## src/rtl/skadd_pkg.sv

```systemverilog
// -----------------------------------------------------------------------------
// skadd_pkg
// Shared types and helpers for the pipelined Sklansky adder.
//
// Contents:
//   gp_t        - one (generate, propagate) pair of the prefix tree
//   clog2       - ceiling log2 usable in constant expressions
//   calc_nbank  - number of register banks for a given depth / spacing
//   DEF_*       - derived constants for the default 16-bit, 2-level build
// -----------------------------------------------------------------------------
package skadd_pkg;

    typedef struct packed {
        logic g;
        logic p;
    } gp_t;

    function automatic int clog2(input int value);
        int result;
        int rem;
        result = 0;
        rem    = value - 1;
        while (rem > 0) begin
            result = result + 1;
            rem    = rem >> 1;
        end
        return result;
    endfunction

    // Banks sit after every reg_every levels; the last one may cover fewer.
    function automatic int calc_nbank(input int log2w, input int reg_every);
        return (log2w + reg_every - 1) / reg_every;
    endfunction

    localparam int DEF_WIDTH     = 16;
    localparam int DEF_REG_EVERY = 2;
    localparam int DEF_LOG2W     = clog2(DEF_WIDTH);
    localparam int DEF_NBANK     = calc_nbank(DEF_LOG2W, DEF_REG_EVERY);
    localparam int DEF_NSTG      = DEF_NBANK + 1;

endpackage

```

## src/rtl/sklansky_level.sv

```systemverilog
// -----------------------------------------------------------------------------
// sklansky_level
// One purely combinational level of a Sklansky prefix tree.
//
// Parameters:
//   WIDTH - number of bit positions
//   LEVEL - prefix level index (0 .. log2(WIDTH)-1)
//
// Ports:
//   gp_in  - (G,P) group pairs entering this level
//   gp_out - (G,P) group pairs leaving this level
// -----------------------------------------------------------------------------
module sklansky_level
    import skadd_pkg::*;
#(
    parameter int WIDTH = 16,
    parameter int LEVEL = 0
) (
    input  gp_t [WIDTH-1:0] gp_in,
    output gp_t [WIDTH-1:0] gp_out
);

    // A bit whose LEVEL-th index bit is set absorbs the group that ends just
    // below its aligned 2^LEVEL block; all other bits pass straight through.
    for (genvar i = 0; i < WIDTH; i++) begin : g_bit
        if (((i >> LEVEL) % 2) == 1) begin : g_comb
            localparam int J = ((i >> LEVEL) << LEVEL) - 1;
            assign gp_out[i].g = gp_in[i].g | (gp_in[i].p & gp_in[J].g);
            assign gp_out[i].p = gp_in[i].p & gp_in[J].p;
        end else begin : g_pass
            assign gp_out[i] = gp_in[i];
        end
    end

endmodule

```

## src/rtl/sklansky_pipe_adder.sv

```systemverilog
// -----------------------------------------------------------------------------
// sklansky_pipe_adder
// Pipelined, parametrised Sklansky parallel-prefix adder with valid/ready
// handshakes on both sides. One add per clock when the sink is ready.
//
// Parameters:
//   WIDTH     - operand width, power of two, 4..128
//   REG_EVERY - prefix levels between register banks, 1..log2(WIDTH)
//
// Ports:
//   clk, rst_n          - rising-edge clock, asynchronous active-low reset
//   in_valid / in_ready - operand handshake (a, b, ci)
//   a, b, ci            - operands and carry in
//   out_valid/out_ready - result handshake
//   s, co               - sum and carry out, driven from the last register
//   ovf                 - signed overflow (only when SKADD_OVF_EN is defined)
//
// Build option:
//   SKADD_OVF_EN - adds the ovf output, pipelined alongside s.
//
// Stage 0 holds g/p/ci, banks 1..NBANK-1 hold intermediate prefix vectors,
// and the final stage holds s/co, giving NBANK+1 stages in total.
// -----------------------------------------------------------------------------
module sklansky_pipe_adder
    import skadd_pkg::*;
#(
    parameter int WIDTH     = 16,
    parameter int REG_EVERY = 2
) (
    input  logic             clk,
    input  logic             rst_n,
    input  logic             in_valid,
    output logic             in_ready,
    input  logic [WIDTH-1:0] a,
    input  logic [WIDTH-1:0] b,
    input  logic             ci,
    output logic             out_valid,
    input  logic             out_ready,
    output logic [WIDTH-1:0] s,
    output logic             co
`ifdef SKADD_OVF_EN
    ,
    output logic             ovf
`endif
);

    localparam int LOG2W = clog2(WIDTH);
    localparam int NBANK = calc_nbank(LOG2W, REG_EVERY);
    localparam int NSTG  = NBANK + 1;

    typedef gp_t [WIDTH-1:0] gp_vec_t;

    logic [NSTG-1:0]  v;
    logic [NSTG-1:0]  load;

    logic [WIDTH-1:0] g0_q;
    logic [WIDTH-1:0] p0_q;
    logic             ci0_q;
    gp_vec_t          gp_fold;

    gp_vec_t          gp_last;
    logic [WIDTH-1:0] p_last;
    logic             ci_last;
    logic [WIDTH-1:0] carry;
    logic [WIDTH-1:0] sum_d;
    logic             unused_gp_p;

    // A stage may load when it is empty or when everything downstream of it
    // can move. Unrolled from the output backwards so no vector feeds itself.
    always_comb begin
        logic chain;
        load  = '0;
        chain = out_ready;
        for (int k = NSTG - 1; k >= 0; k--) begin
            chain   = chain | ~v[k];
            load[k] = chain;
        end
    end

    assign in_ready  = load[0];
    assign out_valid = v[NSTG-1];

    // Stage valid bits; a bubble is overwritten as soon as the next item
    // arrives, so gaps collapse instead of travelling to the output.
    always_ff @(posedge clk or negedge rst_n) begin
        if (!rst_n) begin
            v <= '0;
        end else begin
            if (load[0]) begin
                v[0] <= in_valid;
            end
            for (int k = 1; k < NSTG; k++) begin
                if (load[k]) begin
                    v[k] <= v[k-1];
                end
            end
        end
    end

    // Stage 0 captures raw generate/propagate and the carry in.
    always_ff @(posedge clk) begin
        if (load[0] && in_valid) begin
            g0_q  <= a & b;
            p0_q  <= a ^ b;
            ci0_q <= ci;
        end
    end

    // The carry in acts as a generate at position -1; merging it into bit 0
    // here means the tree needs no extra level for it. Bit 0's group P then
    // covers position -1, whose propagate is zero.
    always_comb begin
        gp_fold = '0;
        for (int i = 0; i < WIDTH; i++) begin
            gp_fold[i].g = g0_q[i];
            gp_fold[i].p = p0_q[i];
        end
        gp_fold[0].g = g0_q[0] | (p0_q[0] & ci0_q);
        gp_fold[0].p = 1'b0;
    end

    // Prefix levels. Each level knows where its input comes from (stage 0,
    // a register bank, or the previous level) and carries the original
    // propagate vector and carry in alongside for the final sum.
    for (genvar l = 0; l < LOG2W; l++) begin : g_lvl
        gp_vec_t          lin;
        gp_vec_t          lout;
        logic [WIDTH-1:0] p_cur;
        logic             ci_cur;

        if (l == 0) begin : g_src
            assign lin    = gp_fold;
            assign p_cur  = p0_q;
            assign ci_cur = ci0_q;
        end else if ((l % REG_EVERY) == 0) begin : g_src
            assign lin    = g_lvl[l-1].g_bank.gp_r;
            assign p_cur  = g_lvl[l-1].g_bank.p_r;
            assign ci_cur = g_lvl[l-1].g_bank.ci_r;
        end else begin : g_src
            assign lin    = g_lvl[l-1].lout;
            assign p_cur  = g_lvl[l-1].p_cur;
            assign ci_cur = g_lvl[l-1].ci_cur;
        end

        sklansky_level #(
            .WIDTH (WIDTH),
            .LEVEL (l)
        ) u_level (
            .gp_in  (lin),
            .gp_out (lout)
        );

        // Register bank K after this level; the last level instead feeds
        // the sum logic, which registers into the output stage.
        if ((((l + 1) % REG_EVERY) == 0) && (l != LOG2W - 1)) begin : g_bank
            localparam int K = (l + 1) / REG_EVERY;
            gp_vec_t          gp_r;
            logic [WIDTH-1:0] p_r;
            logic             ci_r;

            always_ff @(posedge clk) begin
                if (load[K] && v[K-1]) begin
                    gp_r <= lout;
                    p_r  <= p_cur;
                    ci_r <= ci_cur;
                end
            end
        end
    end

    assign gp_last = g_lvl[LOG2W-1].lout;
    assign p_last  = g_lvl[LOG2W-1].p_cur;
    assign ci_last = g_lvl[LOG2W-1].ci_cur;

    // After the full tree each G is the carry out of its bit position.
    // The group propagates are not needed for the sum.
    always_comb begin
        carry       = '0;
        unused_gp_p = 1'b0;
        for (int i = 0; i < WIDTH; i++) begin
            carry[i]    = gp_last[i].g;
            unused_gp_p = unused_gp_p ^ gp_last[i].p;
        end
    end

    assign sum_d = p_last ^ {carry[WIDTH-2:0], ci_last};

    // Output stage: reset so that s/co read zero while nothing is valid, and
    // held whenever the sink stalls.
    always_ff @(posedge clk or negedge rst_n) begin
        if (!rst_n) begin
            s  <= '0;
            co <= 1'b0;
        end else if (load[NSTG-1] && v[NSTG-2]) begin
            s  <= sum_d;
            co <= carry[WIDTH-1];
        end
    end

`ifdef SKADD_OVF_EN
    // Signed overflow: carry into the MSB differs from carry out of it.
    always_ff @(posedge clk or negedge rst_n) begin
        if (!rst_n) begin
            ovf <= 1'b0;
        end else if (load[NSTG-1] && v[NSTG-2]) begin
            ovf <= carry[WIDTH-1] ^ carry[WIDTH-2];
        end
    end
`endif

endmodule

```

## config.mk

```make
export PLATFORM = sky130hd
export DESIGN_NAME = sklansky_pipe_adder
export DESIGN_NICKNAME = d
export VERILOG_FILES = /design/src/rtl/skadd_pkg.sv /design/src/rtl/sklansky_level.sv /design/src/rtl/sklansky_pipe_adder.sv
export SDC_FILE = /design/constraint.sdc
export NUM_CORES = 1
export LEC_CHECK = 0
export ABC_AREA = 1
export CORE_ASPECT_RATIO = 1.1
export CORE_MARGIN = 4
export CORE_UTILIZATION = 58
export CTS_BUF_LIST = sky130_fd_sc_hd__clkbuf_16
export DETAILED_ROUTE_END_ITERATION = 8
export PLACE_DENSITY = 0.89
export SYNTH_ARGS = -nofsm -noshare
export SYNTH_HDL_FRONTEND = slang
export SYNTH_SLANG_ARGS = --single-unit
```

## constraint.sdc

```tcl
create_clock -name clk -period 3.3 [get_ports clk]
set_clock_uncertainty 0.05 [all_clocks]
set_input_delay 0.66 -clock clk [delete_from_list [all_inputs] [get_ports clk]]
set_output_delay 0.66 -clock clk [all_outputs]
set_load 0.005 [all_outputs]
```

======== After elaboration in Yosys (flattened, before gate mapping) ========
Cells that the tools add are included.
operators by class
  reductions and logical operators ........ 3
  bitwise logic cells ..................... 92
operators with widths
  cell                number
  1-bit AND           50
  1-bit OR            36
  16-bit bitwise XOR  2
  16-bit AND          1
  1-bit logical AND   3
  1-bit NOT           3
storage, ports and cells
  word-level logic and storage cells ...... 133
  bits of input ports ..................... 37
  register bits after elaboration ......... 98
  output and inout port bits .............. 19

======== Depth between registers and ports, before layout ========
  depth after elaboration ................. 6
  gate-level depth with buffers ........... 7
  gate-level depth less buffers ........... 7

======== By module ========
From an unflattened synthesis, not the netlist that was laid out.
second synthesis, totals
  cells, all modules ...................... 494
  area, all modules ....................... 4860.9 µm²
modules (own cells, without submodules)
  module                                  seq. area each (µm²)  cells each  area an instance (µm²)  instances
  sklansky_pipe_adder                     2962.8                268         3769.9                  1
  sklansky_level at g_lvl[0].u_level ...  0.0                   56          270.3                   3
  sklansky_level at g_lvl[3].u_level      0.0                   58          280.3                   1

======== Least setup slack after synthesis ========
Ideal clock, no wire load.
  path kind ............................... in2reg
  from .................................... in out_ready
  to ...................................... reg g_lvl[1].g_bank.ci_r (netlist: ci_last) (enable)
  setup time .............................. 0.396 ns
  path slack .............................. 1.086 ns
  stages on the path ...................... 6
  arrival time ............................ 1.768 ns
  path buffers ............................ 0
  data required time ...................... 2.854 ns
  path through ............................ inv_1 > nand2_2 > nor2_1 > inv_1 > nand2_1 > inv_1
on the way
  word-level cells in the longest chain between the ends .. 3
ends and longest elaborated chain
  element                 RTL line                    RTL
  start: declaration      sklansky_pipe_adder.sv:38   input logic out_ready,
  1-bit OR (2 in a row)   sklansky_pipe_adder.sv:75   chain = chain | ~v[k];
  1-bit logical AND       sklansky_pipe_adder.sv:162  if (load[K] && v[K-1]) begin
  end signal: assignment  sklansky_pipe_adder.sv:165  ci_r <= ci_cur;
  end: declaration        sklansky_pipe_adder.sv:159  logic ci_r;
Every way passes these cells.
A chain may end at the register's enable or synchronous reset.

======== Final worst setup path ========
  from .................................... in out_ready
  to ...................................... out in_ready
on the way
  word-level cells in the longest chain between the ends .. 3
ends and longest elaborated chain
  element                RTL line                   RTL
  1-bit OR (3 in a row)  sklansky_pipe_adder.sv:75
  end: declaration       sklansky_pipe_adder.sv:33  output logic in_ready,
Every way passes these cells.

==> impl_metrics.tcl <==
set metrics [dict create \
    critPathArrivalTime_ps 1980 \
    period_share_pct 81.61 \
    setup_tns_ps 0 \
    path_class "in -> out" \
    synth-simple-area-share_pct 12.02 \
    area_growth_pct 25.76 \
    pwr-share-clk_pct 32.3 \
    placementRows 30 \
    synth_most_common_cell "edfxtp_1" \
    wl_per_cell_um 15.99 \
    seq_area_frac_synth_pct 72.85 \
    dpl_cell_area_um2 4414 \
    port_buffers 55 \
    pwr-share-comb_pct 19.6 \
    fmax_ghz 0.3713 \
    synth-compound-area-share_pct 3.808 \
    synth.area.top_cells "edfxtp_1, dfrtp_1, nand2_1, ha_1, inv_1" \
    place_congestion 0.8115 \
    path_cells "clkdlybuf4s50_1 > inv_1 > nand2_2 > nor2_1 > nand2_1 > clkdlybuf4s50_1" \
    power.internal_w 0.002674 \
    setup_viol 0 \
    finalCriticalPeriod_ps 2693 \
    nets 411 \
    die_area_um2 7872 \
    antenna_left 0 \
    num_io_pins 56 \
    ir_drop_mv 0.4621 \
    ys.flop_type "edfxtp_1" \
    clkLatencyLatePin_ps 330 \
    ys_types 20 \
    clkSinkCount 95 \
    synth_common_cells "edfxtp_1, nand2_1, inv_1" \
    worstPathRequired_ps 2590 \
    grt_pass1_wl_um 11500 \
    synth_mux_area_share_pct 0 \
    die_x_um 84.96 \
    cts-resized-gates 0 \
    maxSlewHeadroom_pct 36.58 \
    path_clk_slew_ps 70 \
    clock_path_buffers 2 \
    ctsHoldBuffers 0 \
    syn_nets 346 \
    post_cts_buffers 0 \
    first_pass_iters 7 \
    cts_tree "built" \
    hpwl_um 4522 \
    cpMostUsedCell "clkdlybuf4s50_1" \
    crit_path_end_kind "output port" \
    rsz0062_at_grt "no" \
    tightest_slew_ps 948.3 \
    synthAdderAreaFrac_pct 5.629 \
    first_global_vias 2496 \
    yosys.area.top_type "edfxtp_1" \
    cp-start-kind "input port" \
    leakagePower_nw 2.047 \
    hold_class "reg -> reg" \
    drv_slew 0 \
    syn_inst 292 \
    vias 2325 \
    drt_iter0_drc 182 \
    power_density_nw_per_um2 755.3 \
    status "finished, final reports clean" \
    grt_max_degree 43 \
    crit_fanout 3 \
    diodes 0 \
    htree_levels 3 \
    seqPwrFrac_pct 48.1 \
    via_per_inst 5.260 \
    overflow 0 \
    maxCapViolations 0 \
    syn_area_um2 3779 \
    cts-buffers-inserted 9 \
    cts-root-buf "clkbuf_16" \
    worst_path_max_delay_cell "clkdlybuf4s50_1" \
    core_area_um2 6269 \
    postLayoutCoreUtil_pct 75.81 \
    final_area_um2 4752 \
    power_w 0.003589 \
    drc 0 \
    drive_gt1_share_pct 6.906 \
    avgSynthCellArea_um2 12.94 \
    max_stage_delay_ps 470 \
    synth_edf_count 75 \
    netlist.area_leader.share_pct 59.60 \
    die_h_um 92.66 \
    grt_util_all_layers_pct 19.22 \
    synth_top_family_by_area "simple AND/OR/NAND/NOR gates" \
    crit_buf_inv 3 \
    synth-seq-cells 95 \
    floorplan.initialDensity_pct 60.28 \
    switching_share_pct 25.50 \
    yosys_warnings 0 \
    critical-path-top-delay-family "buffers and inverters" \
    synthXorXnorAreaFrac_pct 1.159 \
    p_switching_w 0.0009153 \
    finalWirelength_um 7066 \
    antenna_found_initial 0 \
    synthArstFlopShare_pct 21.05 \
    hold_violations 0 \
]
-- cells in the final DEF, fill, tap and decap left out, types with 9 or more instances in the layout --
| master | count |
|---|---|
| edfxtp_1 | 75 |
| nand2_1 | 74 |
| clkdlybuf4s50_1 | 55 |
| inv_1 | 37 |
| dfrtp_1 | 20 |
| ha_1 | 17 |
| nand3_1 | 16 |
| nor2_1 | 13 |
| a21oi_1 | 10 |
| clkbuf_16 | 9 |
-- final timing paths --
path	end	slack [ps]	from	cells after the start
setup / recovery	in_ready	610	out_ready	6
hold / removal	g_lvl[1].g_bank.p_r[4]	410	g_lvl[0].p_cur[4]	0
setup reg to reg	g_lvl[0].p_cur[11]	1630	v[2]	6
hold reg to reg	g_lvl[1].g_bank.p_r[4]	410	g_lvl[0].p_cur[4]	0
max in group asynchronous	s[2]	1820	rst_n	1
min in group asynchronous	s[10]	800	rst_n	1
-- worst register-to-register path, stage by stage (launching register included) --
cell and delay, ps:
dfrtp_1 390, nand2_2 110, nor2_1 80, nand2_1 120, nand2_1 100, inv_1 80, buf_4 370
-- per-layer routing --
metal | GRT usage [%] | share of wire, % | vias up
met5 | 0 | 0 | -
met4 | 8.971 | 2.3 | 0
met3 | 4.093 | 5.1 | 13
met2 | 35.69 | 57 | 93
met1 | 20.49 | 36 | 1107
li1 | - | - | 1112
-- registers in the layout (all words and copies together), names as in the netlist --
register / count
g0_q: 16
ci_last: 1
ci0_q: 1
g_lvl.p_cur: 16
g_lvl.g_bank.p_r: 16
v: 3
co: 1
g_lvl.g_bank.gp_r: 25
s: 16
-- final cells by class --
cell class,count,area [um^2]
Multi-Input combinational cell,157,854.6
Clock inverter,7,112.6
Sequential cell,95,2753
Inverter,37,141.4
Clock buffer,9,225.2
Tap cell,80,100.1
Timing Repair Buffer,57,565.5
Fill cell,365,1516
-- power groups by stage --
stage	Clock, W	Sequential, W	Combinational [W]
after CTS	0.00117	0.00173	0.000711
after global routing	0.00123	0.00176	0.000777
after floorplan	0	0.00173	0.000336
after global placement	0	0.00173	0.000657
final	0.00116	0.00173	0.000703
after detailed placement	0	0.00174	0.000693
-- through the flow --
step / hold slack, ps / worst slack (ps) / instances
2_1_floorplan: 314.4 / 1086 / 292
3_3_place_gp: 380.0 / 706.4 / 426
3_5_place_dp: 381.8 / 676.1 / 426
4_1_cts: 405.0 / 622.0 / 442
5_1_grt: 409.0 / 523.1 / 442
6_report: 405.1 / 606.8 / 442
-- cell families after synthesis --
group | count (synthesis)
buffers and inverters | 40
and+or+nand+nor | 109
DFF | 95
xor gates and xnor gates | 5
adders and majority gates | 17
AOI/OAI and AO/OA | 26
Power figures use the tool's default switching activity.
==> edit, RTL diff (same flow settings) <==
`REG_EVERY`: 2 -> 1.
--- a/src/rtl/sklansky_pipe_adder.sv
+++ b/src/rtl/sklansky_pipe_adder.sv
@@ -25,7 +25,7 @@
     import skadd_pkg::*;
 #(
     parameter int WIDTH     = 16,
-    parameter int REG_EVERY = 2
+    parameter int REG_EVERY = 1
 ) (
     input  logic             clk,
     input  logic             rst_n,
Function: changed (a bounded check fails within 4 cycles, from zero or initial values and one cycle with rst_n low).
==> edit against the unedited design <==
Routed wire length increased by 30%; power up 64%; register-to-register slack worse by 0.23 ns; sequential share of layout area rose by 10 points; die area rose by 59%; final area increased by 61%; synthesized cell count up 24%; via count grew 29%; setup slack lost 0.16 ns; utilization is 3.0 points lower; first-iteration DRC count grew 0.55%; sequential power rose by 83%; largest cell class unchanged; synthesized area increased by 66%; largest power group unchanged; sequential cell count up 82.
==> edit: results (changes against the unedited design) <==
logic_synthesis:
  async_reset_ff_frac: 0.1243  # -0.08623
  synth_edf_count: 155  # +110%
  seq_area_frac_synth: 0.8295  # +0.1010
  synth_nets: 415  # +20%
  postSynthCellCount: 361  # +24%
  yosys-top-cells-area: "edfxtp_1 74%, dfrtp_1 8.8%, nand2_1 4.1%"
  synth_compound_area_frac: 0.03948  # +0.001402
power:
  combPwrFrac: 0.132  # -0.064
  peakVddDrop_uv: 509.8  # +10%
  p_sw_frac: 0.2351  # -0.01988
finish:
  drive_gt1_frac: 0.09756  # +0.02850
  nets: 492  # +20%
global_route:
  grt_pass1_vias: 3065  # +23%
  grt_pass1_wl_mm: 14.72  # +28%
  groute.layer.met3.usage: 0.04882  # +0.007895
  gr-usage-met2: 0.2733  # -0.08361
setup_path:
  r2r-start: "v[3]$_DFFE_PN0P_"
  worstPathArrival_ns: 2.14  # +0.16 ns
  timing.rr.end: "g_lvl[0].g_bank.gp_r[9]$_DFFE_PP_"
  rr_worst_depth: 4  # -2
  critPathMaxFanout: 4  # +1
clock_network:
  cts_max_level: 4  # +1
  cts_buffers: 17  # +8
route:
  wl_met1_mm: 3.778  # +50%
  wl_met3_um: 477  # +31%
  routed-via-count: 3005  # +29%
  first_iter_violations: 183  # +0.55%
  wl_met2_mm: 4.607  # +15%
  dr.pass1.iters: 4  # -3
  wl_per_cell_um: 15.41  # -3.6%
placed_design:
  placed_area_sq_um: 7038  # +59%
  dp.cells: 562  # +32%
  gp_congestion: 0.7408  # -8.7%
  dpl.hpwl_mm: 5.644  # +25%
min_path:
  holdPathEnd: "g_lvl[2].g_bank.gp_r[5]$_DFFE_PP_"
timing:
  hold_ws_ns: 0.3667  # -0.03844 ns
  worst_slack_ns: 0.4452  # -0.1616 ns
run_status:
  status: "complete, no violations"
## edit: changes by cell type after synthesis, moves of 2 or more
cell and change:
nand3_1 -10, o21bai_1 -3, dfrtp_1 +2, inv_1 -6, a21oi_1 -8, xnor2_1 +5
a21o_1 +24, edfxtp_1 +80, nand2_1 -6, nand3b_1 +6, nor2_1 -11
## edit: cells by family after synthesis
kind of cell / after synthesis
AOI/OAI and AO/OA: 37
DFF: 177
and+or+nand+nor: 88
adders and majority gates: 17
xor gates and xnor gates: 9
buffers and inverters: 33
## edit: stage by stage
step / utilization / total power [W]
finish: 0.7280 / 0.005898
floorplan: - / 0.003558
CTS: 0.7280 / 0.005955
detailed placement: 0.6708 / 0.003964
global route: 0.7280 / 0.006173
global placement: 0.6708 / 0.003898
## edit: area by class of cell
type                            instances  area, sq um
Sequential cell                       177         5205
Timing Repair Buffer                   60        588.1
Multi-Input combinational cell        151        949.7
Clock inverter                         12        98.84
Inverter                               31        116.4
Fill cell                             581         2854
Tap cell                              143        178.9
Clock buffer                           20        500.5
